[src/rtl/uart_link.sv]
// uart_link: full-duplex UART with RX FIFO and sticky error flags.
// Define UART_LINK_LOOPBACK_EN to add the loopback port that routes TX into RX.
module uart_link #(
  parameter real CLK_FREQ      = 50_000_000.0,
  parameter int  BAUD_RATE     = 3_000_000,
  parameter int  DATA_BITS     = 8,
  parameter int  PARITY        = 0,
  parameter int  STOP_BITS     = 1,
  parameter int  RX_FIFO_DEPTH = 128
) (
  input  logic                 clk,
  input  logic                 rst,
  input  logic                 rxd,
  output logic                 txd,
  input  logic [DATA_BITS-1:0] tx_data,
  input  logic                 tx_valid,
  output logic                 tx_ready,
  output logic [DATA_BITS-1:0] rx_data,
  output logic                 rx_valid,
  input  logic                 rx_ready,
  input  logic                 err_clr,
`ifdef UART_LINK_LOOPBACK_EN
  input  logic                 loopback,
`endif
  output logic                 rx_busy,
  output logic                 tx_busy,
  output logic                 rx_error,
  output logic                 rx_overflow
);
  localparam int CPB = $rtoi(CLK_FREQ / BAUD_RATE + 0.5);
  localparam int AW = $clog2(RX_FIFO_DEPTH);
  localparam logic [15:0] HALF = 16'(CPB / 2 - 1);
  localparam logic [15:0] LAST = 16'(CPB - 1);
  localparam logic [3:0] DLAST = 4'(DATA_BITS - 1);
  localparam logic [3:0] SLAST = 4'(STOP_BITS - 1);
  typedef enum logic [2:0] {IDLE, START, DATA, PAR, STOP} state_t;
  if (CPB < 2) begin : g_cpb_chk
    $error("uart_link: CLK_FREQ/BAUD_RATE must round to at least 2");
  end
  state_t r_tx_st, w_tx_st, r_rx_st, w_rx_st;
  logic [15:0] r_tx_cnt, w_tx_cnt, r_rx_cnt, w_rx_cnt;
  logic [3:0] r_tx_bit, w_tx_bit, r_rx_bit, w_rx_bit;
  logic [DATA_BITS-1:0] r_tx_sh, w_tx_sh, r_rx_sh, w_rx_sh;
  logic r_tx_par, w_tx_par, r_txd, w_txd, w_tx_end, w_rx_end, w_rx_in;
  logic r_s1, r_s2, r_s3, r_rx_bad, w_rx_bad, w_rx_fin, r_push, r_perr;
  logic r_err, r_ovf, w_full, w_pop, w_wr;
  logic [AW:0] r_wp, r_rp;
  logic [DATA_BITS-1:0] r_mem [RX_FIFO_DEPTH];
`ifdef UART_LINK_LOOPBACK_EN
  assign w_rx_in = loopback ? r_txd : rxd;
  assign txd = loopback | r_txd;
`else
  assign w_rx_in = rxd;
  assign txd = r_txd;
`endif
  assign tx_ready = (r_tx_st == IDLE) & ~rst;
  assign tx_busy = r_tx_st != IDLE;
  assign rx_busy = r_rx_st != IDLE;
  assign w_tx_end = r_tx_cnt == LAST;
  assign w_rx_end = r_rx_cnt == LAST;
  always_comb begin
    w_tx_st = r_tx_st;
    w_tx_cnt = w_tx_end ? '0 : r_tx_cnt + 16'd1;
    w_tx_bit = r_tx_bit;
    w_tx_sh = r_tx_sh;
    w_tx_par = r_tx_par;
    case (r_tx_st)
      IDLE: begin
        w_tx_cnt = '0;
        if (tx_valid && tx_ready) begin
          w_tx_st = START;
          w_tx_sh = tx_data;
          w_tx_par = (PARITY == 1) ? ~^tx_data : ^tx_data;
        end
      end
      START: if (w_tx_end) w_tx_st = DATA;
      DATA: if (w_tx_end) begin
        w_tx_sh = r_tx_sh >> 1;
        w_tx_bit = (r_tx_bit == DLAST) ? '0 : r_tx_bit + 4'd1;
        if (r_tx_bit == DLAST) w_tx_st = (PARITY != 0) ? PAR : STOP;
      end
      PAR: if (w_tx_end) w_tx_st = STOP;
      STOP: if (w_tx_end) begin
        w_tx_bit = (r_tx_bit == SLAST) ? '0 : r_tx_bit + 4'd1;
        if (r_tx_bit == SLAST) w_tx_st = IDLE;
      end
      default: w_tx_st = IDLE;
    endcase
    // line level is derived from the next state so txd is a clean register output
    w_txd = (w_tx_st == START) ? 1'b0 : (w_tx_st == DATA) ? w_tx_sh[0] : (w_tx_st == PAR) ? w_tx_par : 1'b1;
  end
  always_ff @(posedge clk) begin
    if (rst) begin
      r_tx_st <= IDLE;
      r_tx_cnt <= '0;
      r_tx_bit <= '0;
      r_txd <= 1'b1;
    end else begin
      r_tx_st <= w_tx_st;
      r_tx_cnt <= w_tx_cnt;
      r_tx_bit <= w_tx_bit;
      r_txd <= w_txd;
    end
    r_tx_sh <= w_tx_sh;
    r_tx_par <= w_tx_par;
  end
  always_comb begin
    w_rx_st = r_rx_st;
    w_rx_cnt = w_rx_end ? '0 : r_rx_cnt + 16'd1;
    w_rx_bit = r_rx_bit;
    w_rx_sh = r_rx_sh;
    w_rx_bad = r_rx_bad;
    w_rx_fin = 1'b0;
    case (r_rx_st)
      IDLE: begin
        w_rx_cnt = '0;
        w_rx_bad = 1'b0;
        if (r_s3 && !r_s2) w_rx_st = START;
      end
      START: if (r_rx_cnt == HALF) begin
        w_rx_cnt = '0;
        w_rx_st = r_s2 ? IDLE : DATA;
      end
      DATA: if (w_rx_end) begin
        w_rx_sh = {r_s2, r_rx_sh[DATA_BITS-1:1]};
        w_rx_bit = (r_rx_bit == DLAST) ? '0 : r_rx_bit + 4'd1;
        if (r_rx_bit == DLAST) w_rx_st = (PARITY != 0) ? PAR : STOP;
      end
      PAR: if (w_rx_end) begin
        w_rx_bad = r_s2 ^ ((PARITY == 1) ? ~^r_rx_sh : ^r_rx_sh);
        w_rx_st = STOP;
      end
      STOP: if (w_rx_end) begin
        w_rx_bad = r_rx_bad | ~r_s2;
        w_rx_bit = (r_rx_bit == SLAST) ? '0 : r_rx_bit + 4'd1;
        w_rx_fin = r_rx_bit == SLAST;
        if (r_rx_bit == SLAST) w_rx_st = IDLE;
      end
      default: w_rx_st = IDLE;
    endcase
  end
  always_ff @(posedge clk) begin
    if (rst) begin
      r_s1 <= 1'b1;
      r_s2 <= 1'b1;
      r_s3 <= 1'b1;
      r_rx_st <= IDLE;
      r_rx_cnt <= '0;
      r_rx_bit <= '0;
      r_rx_bad <= 1'b0;
      r_push <= 1'b0;
      r_perr <= 1'b0;
    end else begin
      r_s1 <= w_rx_in;
      r_s2 <= r_s1;
      r_s3 <= r_s2;
      r_rx_st <= w_rx_st;
      r_rx_cnt <= w_rx_cnt;
      r_rx_bit <= w_rx_bit;
      r_rx_bad <= w_rx_bad;
      r_push <= w_rx_fin & ~w_rx_bad;
      r_perr <= w_rx_fin & w_rx_bad;
    end
    r_rx_sh <= w_rx_sh;
  end
  // pointers carry one extra wrap bit to tell full from empty
  assign w_full = (r_wp ^ r_rp) == {1'b1, {AW{1'b0}}};
  assign rx_valid = r_wp != r_rp;
  assign rx_data = r_mem[r_rp[AW-1:0]];
  assign w_pop = rx_valid & rx_ready;
  assign w_wr = r_push & (~w_full | w_pop);
  assign rx_error = r_err;
  assign rx_overflow = r_ovf;
  always_ff @(posedge clk) begin
    if (rst) begin
      r_wp <= '0;
      r_rp <= '0;
      r_err <= 1'b0;
      r_ovf <= 1'b0;
    end else begin
      r_wp <= r_wp + {{AW{1'b0}}, w_wr};
      r_rp <= r_rp + {{AW{1'b0}}, w_pop};
      r_err <= r_perr | (r_err & ~err_clr);
      r_ovf <= (r_push & w_full & ~w_pop) | (r_ovf & ~err_clr);
    end
    if (w_wr) r_mem[r_wp[AW-1:0]] <= r_rx_sh;
  end
endmodule

[config.mk]
export PLATFORM = sky130hd
export DESIGN_NAME = uart_link
export DESIGN_NICKNAME = d
export VERILOG_FILES = /design/src/rtl/uart_link.sv
export SDC_FILE = /design/constraint.sdc
export NUM_CORES = 1
export LEC_CHECK = 0
export BUFFER_PORTS_ARGS = -buffer_cell sky130_fd_sc_hd__buf_2
export CORE_AREA = 2 2 255 445
export CTS_BUF_LIST = sky130_fd_sc_hd__clkbuf_16
export CTS_CLUSTER_SIZE = 24
export DETAILED_ROUTE_END_ITERATION = 12
export DIE_AREA = 0 0 257 447
export PLACE_DENSITY_LB_ADDON = 0.15
export SYNTH_ARGS = -nofsm -noshare
export SYNTH_HDL_FRONTEND = slang
export SYNTH_SLANG_ARGS = --single-unit
export TNS_END_PERCENT = 100
[constraint.sdc]
create_clock -name clk -period 4.39 [get_ports clk]
set_input_delay 0.878 -clock clk [delete_from_list [all_inputs] [get_ports clk]]
set_output_delay 0.878 -clock clk [all_outputs]
set_load 0.01 [all_outputs]
==> summary.md <==
| Metric | Value |
|---|---|
| # rows | between 150 and 200 |
| Post-Synth XOR/XNOR Area | around 1.2% |
| TritonCTS buffer count | 97 |
| Yosys warnings | 0 |
| F_max | about 230 MHz |
| Final Net Count | 2,550 |
| Met2 wire len | 67.2 mm |
| Final setup fails | 0 |
| Clk sinks | ~1,100 |
| Logic pwr share | less than 1% |
| Simple-gate share of the synthesized area | under 10% |
| Net switching power figure | between 3 and 4 mW |
| Hold Fails Final Rpt | 0 |
| Crit share post-route | 99.2% |
| First-pass GRT wire length | around 170 mm |
| Commonest non-fill, non-tap cells in the layout | 1,039 x edfxtp_1, 243 x mux4_2, 217 x nor2_1 |
| WP data required | ~3500 ps |
| Cells after DPL | slightly below 4,000 |
| Syn Nets | approximately 2,400 |
| Startpoint types | register |
| Core area | between 100,000 and 150,000 µm² |
| DP HPWL | ~79 mm |
| Antenna-violating nets left | 0 |
| Register area share after synthesis | roughly three quarters |
| Metal1 wirelength | 44.2 mm |
| Sw frac | 19.3% |
| Top_reg_cell synth | edfxtp_1 |
| Mapped cell area | between 40,000 and 50,000 µm² |
| Max clock buf depth | 3 |
| Leakage Power | between 15 and 20 nW |
| Max Transition Viols Final | 0 |
| Worst-Skew Late Latency | about 700 ps |
| Htree depth | 3 |
| Die Height | roughly 450 µm |
| Clock share of power | a little over two fifths |
| IO Count | 29 |
| Synth Area in Adders | 0.339% |
| Layout cell share with drive strength beyond 1 | between 20% and 30% |
| Layout area overhead | 14.5% |
| Synth Area in Compound Gates | ~3% |
| Clock-pin slew on the worst setup and hold paths | 60 ps |
| Routed WL per cell | between 20 and 30 µm |
| GRT overflow | 0 |
| Pint | ~16 mW |
| Max Used Layer | met4 |
| Slew HR | between 10% and 20% |
| RSZ-0062 raised after global routing | true |
| Port buffer count | 28 |
| Tightest Hold Check Type | input pin to register |
| Largest family of logic cells by synthesized area | multiplexers |
| Synth Area per Inst | 18.9 µm² |
| TritonCTS clock tree | built |
| Post-synthesis cell count | about 2,300 |
| Status | completed |
| Post-synth EDFFs | 1,039 |
| Kind of critical path | register to output pin |
| Overall power | just over 20 mW |
| Largest net degree at the start of global routing | 97 |
| Met3 Wirelength | between 4 and 5 mm |
| DR pass1 iterations | 5 |
| Multiplexer share of the synthesized area | between 10 and 15% |
| Vias | 22,800 |
| Leading cell type in the layout, fill and taps excluded | edfxtp_1 |
| Placed inst area | 46,900 µm² |
| Worst slew pin tran | ~1200 ps |
| Vias in the first global route | between 20,000 and 25,000 |
| Filler cells | between 9,000 and 10,000 |
| Gr usage total | between 20% and 30% |
| Post-synth ARST share | 0% |
| Initial Util | around two fifths |
| Post-route cell area | slightly above 50,000 µm² |
| Reg power frac | a little under three fifths |
| Initial antenna violation count | 3 |
| Die X | ~260 µm |
| CP Max Fanout | 28 |
| Clock root cell | clkbuf_16 |
| Count of cell types in the netlist | 74 |
| Yosys reg bits | 1,112 |
| WL final | ~120 mm |
| Cell taking the most area after synthesis | edfxtp_1 |
| Detailed-route DRC error count | 0 |
| Die area | roughly 110,000 µm² |
| Slowest Stage Delay on Critical Path | 710 ps |
| Worst Setup End Kind | output pin |
| Final Skew | around 25 ps |
| Placer Congestion | just over 0.8 |
| Critical path's slowest cell | nor2b_1 |
| Vias/cell | 5.60 |
| Non-Filler Instances | between 4,000 and 5,000 |
| Crit path DAT | 3470 ps |
| Top post-synthesis cells by area | edfxtp_1 71%, mux4_2 12%, dfxtp_1 3.3% |
| CP cell instances | nor2b_1 -> a22oi_1 -> a21oi_1 -> a211oi_2 -> o211ai_1 -> buf_2 |
| Initial DRC count | approximately 2,000 |
| Fin Setup TNS | 0 ps |
| Max-cap violation count | 0 |
| VDD IR max | around 300 µV |
| Top cell type's share of synthesized area | approximately 71% |
| PwrDens | between 300 and 400 nW/µm² |
| Crit path time final | about 4400 ps |
layer usage:
layer	global-route usage, %	up-vias
met4	8.12	0
met2	39.9	657
met1	24.1	12200
met3	2.53	179
met5	0	-
li1	-	9760
power groups by stage:
| stage | sequential (mW) | combinational, mW | clock, mW |
|---|---|---|---|
| floorplan | 11.6 | 0.0464 | 0 |
| finish | 11.4 | 0.0647 | 8.73 |
| global placement | 11.6 | 0.0637 | 0 |
| global route | 11.4 | 0.0729 | 9.25 |
| CTS | 11.4 | 0.0657 | 8.90 |
| detailed placement | 11.6 | 0.0654 | 0 |
sequential cells by signal (all words and copies together) (netlist names), 4 cells and up:
signal	cells
r_rp	8
r_wp	8
r_tx_sh	8
r_tx_bit	4
r_rx_sh	8
r_mem	1024
r_rx_cnt	16
r_rx_bit	4
r_tx_cnt	16
synth_stat cells (16+ instances only):
library cell	number
a22oi_1	51
buf_4	26
mux4_2	243
a21oi_1	45
nor3_1	20
o21ai_0	32
xor2_1	33
nand2_1	69
nor2_1	220
nand3_1	45
buf_2	39
mux2_2	16
inv_1	18
xnor2_1	25
a211oi_1	18
buf_6	18
nor2b_1	30
edfxtp_1	1039
dfxtp_1	73
clkbuf_1	39
mux2i_1	84
nand4_1	16
what timing repair did:
item                       in CTS  in global routing
gates resized for setup        43                 14
setup endpoints to repair       8                  6
setup buffers                  13                  1
cloned                          2                  2
pin swaps                       3                  2
hold buffers                    0                  0
through the flow:
stage               setup slack, ps  util (%)  hold slack (ps)
floorplan                      1200         -              389
global placement                104      42.1              392
detailed placement             50.9      42.1              396
CTS                           -65.9      45.4              313
global route                  -21.8      45.5              353
finish                         37.2      45.5              367
critical path: cells and delay by family (launching register included):
kind / cells / cell delay [ps]
flip-flops: 1 / 660
AND/OR/NAND/NOR: 1 / 710
AO/OA/AOI/OAI: 4 / 1160
buffers and inverters: 1 / 220
kinds of logic (layout without fill, tap and decap cells):
group	after synthesis	in the layout
buffers and inverters	146	410
AND/OR/NAND/NOR	470	470
AO/OA/AOI/OAI	197	197
flip-flops	1112	1112
XOR/XNOR	59	59
multiplexers	343	343
adder cells (fa/ha/maj)	12	12
other	0	1
final timing paths:
kind | start | end | slack, ps | cells after the start
max reg2reg | r_rp[1] | r_mem[96][0] | 870 | 10
max | r_rp[3] | rx_data[5] | 40 | 6
min reg2reg | r_s1 | r_s2 | 410 | 1
min | rxd | r_s1 | 370 | 2
area by class of cell:
class | count | area (µm²) | area share, %
antenna | 1 | 2.50 | 0.00494
clock buffer | 101 | 2530 | 4.99
clock inverter | 77 | 668 | 1.32
inverter | 19 | 72.6 | 0.143
multi-input combinational | 1081 | 10900 | 21.5
sequential | 1112 | 32700 | 64.5
tap | 1476 | 1850 | 3.65
timing repair buffer | 213 | 1960 | 3.88
Power figures use the tool's default switching activity.
